**src/rtl/sha3_sponge_ctrl.sv**
```systemverilog
// Sponge-level sequencer for the SHA3 core: absorb rate lanes, run one
// permutation per block through the round-constant counter, squeeze the digest.
// Ports:
//   CLK, A_RST_N               clock, async active-low reset
//   IN_VALID/IN_READY/IN_LAST  rate-lane input stream
//   ABSORB_EN, LANE_IDX        lane-XOR strobe and target lane
//   CNT_RESET, PERM_CE         constant counter control
//   ROUND_EN, PERM_DONE        round strobe, counter done flag
//   OUT_VALID/OUT_READY        digest-lane output stream
//   OUT_LANE_IDX, OUT_LAST     digest lane index, final-lane flag
//   STATE_CLEAR                zero the sponge state
//   BUSY, ERR                  activity flag, sticky protocol/watchdog error
module sha3_sponge_ctrl #(
  parameter int unsigned RATE_LANES = 17,
  parameter int unsigned OUT_LANES  = 4,
  parameter int unsigned ROUNDS     = 24
) (
  input  logic       CLK,
  input  logic       A_RST_N,
  input  logic       IN_VALID,
  output logic       IN_READY,
  input  logic       IN_LAST,
  output logic       ABSORB_EN,
  output logic [4:0] LANE_IDX,
  output logic       CNT_RESET,
  output logic       PERM_CE,
  output logic       ROUND_EN,
  input  logic       PERM_DONE,
  output logic       OUT_VALID,
  input  logic       OUT_READY,
  output logic [2:0] OUT_LANE_IDX,
  output logic       OUT_LAST,
  output logic       STATE_CLEAR,
  output logic       BUSY,
  output logic       ERR
);

  localparam int unsigned LANE_W = 5;
  localparam int unsigned OUT_W  = 3;
  localparam int unsigned RND_W  = 5;

  typedef enum logic [2:0] {
    ST_ABSORB,
    ST_PSTART,
    ST_PERM,
    ST_SQUEEZE,
    ST_CLEAR
  } state_t;

  state_t            state, state_nxt;
  logic [LANE_W-1:0] lane_cnt, lane_nxt;
  logic [OUT_W-1:0]  out_cnt, out_nxt;
  logic [RND_W-1:0]  round_cnt, round_nxt;
  logic              last_blk, last_nxt;
  logic              err_q, err_nxt;

  // State and counter registers
  always_ff @(posedge CLK or negedge A_RST_N) begin
    if (!A_RST_N) begin
      state     <= ST_ABSORB;
      lane_cnt  <= '0;
      out_cnt   <= '0;
      round_cnt <= '0;
      last_blk  <= 1'b0;
      err_q     <= 1'b0;
    end else begin
      state     <= state_nxt;
      lane_cnt  <= lane_nxt;
      out_cnt   <= out_nxt;
      round_cnt <= round_nxt;
      last_blk  <= last_nxt;
      err_q     <= err_nxt;
    end
  end

  // Next-state, counter updates and output decode
  always_comb begin
    state_nxt    = state;
    lane_nxt     = lane_cnt;
    out_nxt      = out_cnt;
    round_nxt    = round_cnt;
    last_nxt     = last_blk;
    err_nxt      = err_q;
    IN_READY     = 1'b0;
    ABSORB_EN    = 1'b0;
    CNT_RESET    = 1'b0;
    PERM_CE      = 1'b0;
    ROUND_EN     = 1'b0;
    OUT_VALID    = 1'b0;
    OUT_LAST     = 1'b0;
    STATE_CLEAR  = 1'b0;
    LANE_IDX     = lane_cnt;
    OUT_LANE_IDX = out_cnt;

    case (state)
      ST_ABSORB: begin
        IN_READY  = 1'b1;
        ABSORB_EN = IN_VALID;
        if (IN_VALID) begin
          if (lane_cnt == LANE_W'(RATE_LANES - 1)) begin
            lane_nxt  = '0;
            last_nxt  = IN_LAST;
            state_nxt = ST_PSTART;
          end else begin
            lane_nxt = lane_cnt + LANE_W'(1);
            // IN_LAST before the final rate lane is a protocol error and is dropped
            if (IN_LAST) err_nxt = 1'b1;
          end
        end
      end

      ST_PSTART: begin
        CNT_RESET = 1'b1;
        PERM_CE   = 1'b1;
        round_nxt = '0;
        state_nxt = ST_PERM;
      end

      ST_PERM: begin
        if (PERM_DONE) begin
          // Early done is flagged but still honoured
          if (round_cnt != RND_W'(ROUNDS)) err_nxt = 1'b1;
          state_nxt = last_blk ? ST_SQUEEZE : ST_ABSORB;
        end else if (round_cnt == RND_W'(ROUNDS)) begin
          // Watchdog: counter never signalled done; no extra round is issued
          err_nxt   = 1'b1;
          state_nxt = last_blk ? ST_SQUEEZE : ST_ABSORB;
        end else begin
          ROUND_EN  = 1'b1;
          PERM_CE   = 1'b1;
          round_nxt = round_cnt + RND_W'(1);
        end
      end

      ST_SQUEEZE: begin
        OUT_VALID = 1'b1;
        OUT_LAST  = (out_cnt == OUT_W'(OUT_LANES - 1));
        if (OUT_READY) begin
          if (out_cnt == OUT_W'(OUT_LANES - 1)) begin
            out_nxt   = '0;
            state_nxt = ST_CLEAR;
          end else begin
            out_nxt = out_cnt + OUT_W'(1);
          end
        end
      end

      ST_CLEAR: begin
        STATE_CLEAR = 1'b1;
        last_nxt    = 1'b0;
        state_nxt   = ST_ABSORB;
      end

      default: state_nxt = ST_ABSORB;
    endcase
  end

  assign BUSY = (state != ST_ABSORB) || (lane_cnt != '0);
  assign ERR  = err_q;

endmodule
```
**config.mk**
```make
export PLATFORM = sky130hd
export DESIGN_NAME = sha3_sponge_ctrl
export DESIGN_NICKNAME = d
export VERILOG_FILES = /design/src/rtl/sha3_sponge_ctrl.sv
export SDC_FILE = /design/constraint.sdc
export NUM_CORES = 1
export LEC_CHECK = 0
export CAP_MARGIN = 5
export CELL_PAD_IN_SITES_DETAIL_PLACEMENT = 0
export CELL_PAD_IN_SITES_GLOBAL_PLACEMENT = 1
export CORE_MARGIN = 1.5
export CORE_UTILIZATION = 37
export DETAILED_ROUTE_END_ITERATION = 8
export PLACE_DENSITY = 0.83
export SLEW_MARGIN = 5
export SYNTH_ARGS = -nofsm -noshare
export SYNTH_HDL_FRONTEND = slang
export SYNTH_SLANG_ARGS = --single-unit
```
**constraint.sdc**
```tcl
create_clock -name CLK -period 2.52 [get_ports CLK]
set_input_delay 0.756 -clock CLK [delete_from_list [all_inputs] [get_ports CLK]]
set_output_delay 0.756 -clock CLK [all_outputs]
set_load 0.01 [all_outputs]
```
==> results.yml <==
floorplan:
  die_h_um: 55.79
  dieArea_um2: 3112
  design.core.area_um2: 2567
  initial_core_util_pct: 40.16
  rows: 18
  die_w_um: 55.79
  ios: 24
synthesis:
  syn_nets: 116
  ys_seq_area_share_pct: 43.69
  syn_area_um2: 1031
  syn_inst: 105
  synthArstFlopShare_pct: 100.0
  synth_flop_cell: "dfrtp_1"
  yosysWarnings: 0
  synth_top_area_share_pct: 43.69
  avgSynthCellArea_um2: 9.819
  yosys-top-cells-area: "dfrtp_1 44%, ha_1 6.1%, inv_1 4.0%"
  synth_edf_count: 0
  yosys.area.top_type: "dfrtp_1"
  synth_cell_types: 40
  ys_seq_elements: 18
clocking:
  cts_tree: "built"
  cts.path.max_buffers: 2
  path_clk_slew_ns: 0.11
  clk_latency_ns: 0.29
  cts_hold_buf: 0
  cts_inserted_buffers: 3
  h-tree-depth: 1
  cts_sinks: 18
  clock_tree.root_cell: "clkbuf_4"
worst_hold_path:
  hp-start: "ERR"
  min_path_cells: 1
  whs_endpoint: "ERR"
  holdCritPathClass: "reg -> reg"
grt:
  grt_antenna_before_repair: 0
  grt_pass1_wl_um: 4719
  globalRoute.totalOverflow: 0
  grt_pass1_vias: 1094
  grt_max_degree: 19
  grt_usage_pct: 18.88
sta:
  finalCritPeriodShare_pct: 98.84
  clock_skew_ns: 0.001848
  rsz0062_at_grt: "true"
  setup-violations-final: 0
  max_slew_margin_pct: 83.45
  fmax_mhz: 401.5
  worst_slew_pin_slew_ns: 0.2464
  maxSlewViolCount: 0
  layout_min_cycle_time_ns: 2.491
  hold_violations: 0
finish:
  regArea_um2: 451.7
  fin_util_pct: 65.74
  finalNetCount: 184
  drive_gt1_share_pct: 42.44
  syn_to_final_growth_pct: 63.71
  fill_cells: 227
  multi_input_area_um2: 578.1
  num_antenna_cells: 0
worst_setup_path:
  worst-setup-path-type: "reg -> out"
  worstPathRequired_ns: 1.76
  crit-reg2reg-capture: "round_cnt[0]"
  r2r_setup_slack_ns: 0.04
  critical_path.reg2reg.startpoint: "round_cnt[0]"
  end_kind: "primary output"
  crit_path_start_kind: "flop"
  critPathMaxFanout: 2
  ff2ff_path_depth: 16
  critPathArrivalTime_ns: 1.73
detailed_routing:
  via_per_inst: 5.153
  drt_first_iter_violations: 20
  first_pass_iters: 4
  antenna_left: 0
  wl_per_cell_um: 13.95
  vias: 1041
  routed_wl_um: 2817
  drc: 0
placed_design:
  hpwl_um: 1895
  gp_congestion: 0.8447
  port_buffers: 23
pwr:
  power_density_nw_per_um2: 1189
  p_total_uw: 2007
  static-leakage-power_uw: 0.0008439
  ir_worst_vdd_v: 0.0007803
run_status:
  status: "completed"
job:
  cap_violations: 0
==> report_power, final <==
part	internal (uW)	leakage, uW	total, uW	switching (uW)
Sequential	396	0.000223	480	84.3
Combinational	799	0.000600	1350	549
Clock	87.9	0.0000210	178	90.5
Total	1280	0.000844	2010	724
==> registers in the layout, indices dropped and copies added (netlist names) <==
signal / count
round_cnt: 5
LANE_IDX: 5
ERR: 1
OUT_LANE_IDX: 3
last_blk: 1
state: 3
==> synthesized netlist by cell type (2+ instances only) <==
cell,count
or4b_4,2
or3_1,5
nor3_1,2
mux2_2,2
and3_1,2
inv_1,11
nand4_1,3
dfrtp_1,18
or3b_2,2
nand3b_1,2
nand2_1,7
nand3_1,4
ha_1,5
o21ai_0,6
a31oi_1,2
nor2_1,4
a21oi_1,4
xnor2_1,2
==> metal layers <==
layer  GRT usage (%)  vias to the layer above  routed length [um]
li1                -                      516                   -
met1           22.37                      501                1160
met2           34.35                       18                1504
met3           3.023                        6                  97
met4           6.272                        0                  54
met5               0                        -                   0
==> kinds of logic after synthesis <==
logic type | count (synthesis) | synth area share, %
AND/OR/NAND/NOR | 43 | 26.82
AO/OA/AOI/OAI | 19 | 11.53
buffers and inverters | 14 | 5.946
XOR/XNOR | 2 | 1.699
adder cells (fa/ha/maj) | 5 | 6.068
flip-flops | 18 | 43.69
multiplexers | 4 | 4.247
==> per-stage QoR <==
step	setup TNS (ns)	instances	worst slack (ns)	cell area (um^2)	hold WS, ns
floorplan	0	105	0.1398	1031	0.4604
global placement	-2.018	177	-0.7170	1440	0.4741
detailed placement	-2.098	177	-0.7669	1440	0.4753
CTS	-0.05344	198	-0.05344	1614	0.5053
global route	-0.1003	202	-0.03615	1688	0.5489
finish	0	202	0.02913	1688	0.5071
==> worst max path at each step <==
stage	startpoint	endpoint	slack (ns)	cells past startpoint
6_report	LANE_IDX[0]	BUSY	0.03	5
5_1_grt	round_cnt[0]	round_cnt[0]	-0.04	16
4_1_cts	LANE_IDX[0]	BUSY	-0.05	5
3_5_place_dp	PERM_DONE	PERM_CE	-0.77	4
3_3_place_gp	PERM_DONE	PERM_CE	-0.72	4
2_1_floorplan	PERM_DONE	PERM_CE	0.14	2
==> cell type report <==
cell class | instances | area share, %
tap | 30 | 2.224
inverter | 12 | 2.669
timing repair buffer | 65 | 31.95
multi-input combinational | 73 | 34.25
sequential | 18 | 26.76
clock buffer | 4 | 2.150
==> timing repair <==
item                                   in CTS  in global routing
setup buffers                              17                  4
setup endpoints to repair                   8                  7
gates resized for setup                    37                 14
pin swaps                                   5                  4
endpoints found under the hold margin       0                  0
==> layout by cell type, fill, tap and decap left out, types with 3 or more instances in the layout <==
cell             instances
buf_4                   38
dfrtp_1                 17
clkdlybuf4s50_1         12
nand2_1                  7
inv_2                    6
inv_1                    6
or3_1                    5
buf_6                    5
nor2_1                   4
a21oi_1                  4
o21ai_0                  4
nand3_1                  4
dlygate4sd2_1            4
buf_2                    4
nand4_1                  3
ha_1                     3
clkbuf_4                 3
==> worst max-delay path, cell delays in order (launching register included) <==
cell and delay (ns):
dfrtp_1 0.40, inv_2 0.08, ha_4 0.13, or3b_4 0.37, or3_1 0.32, buf_2 0.15
Note: power is estimated with default switching activity, not from simulation.
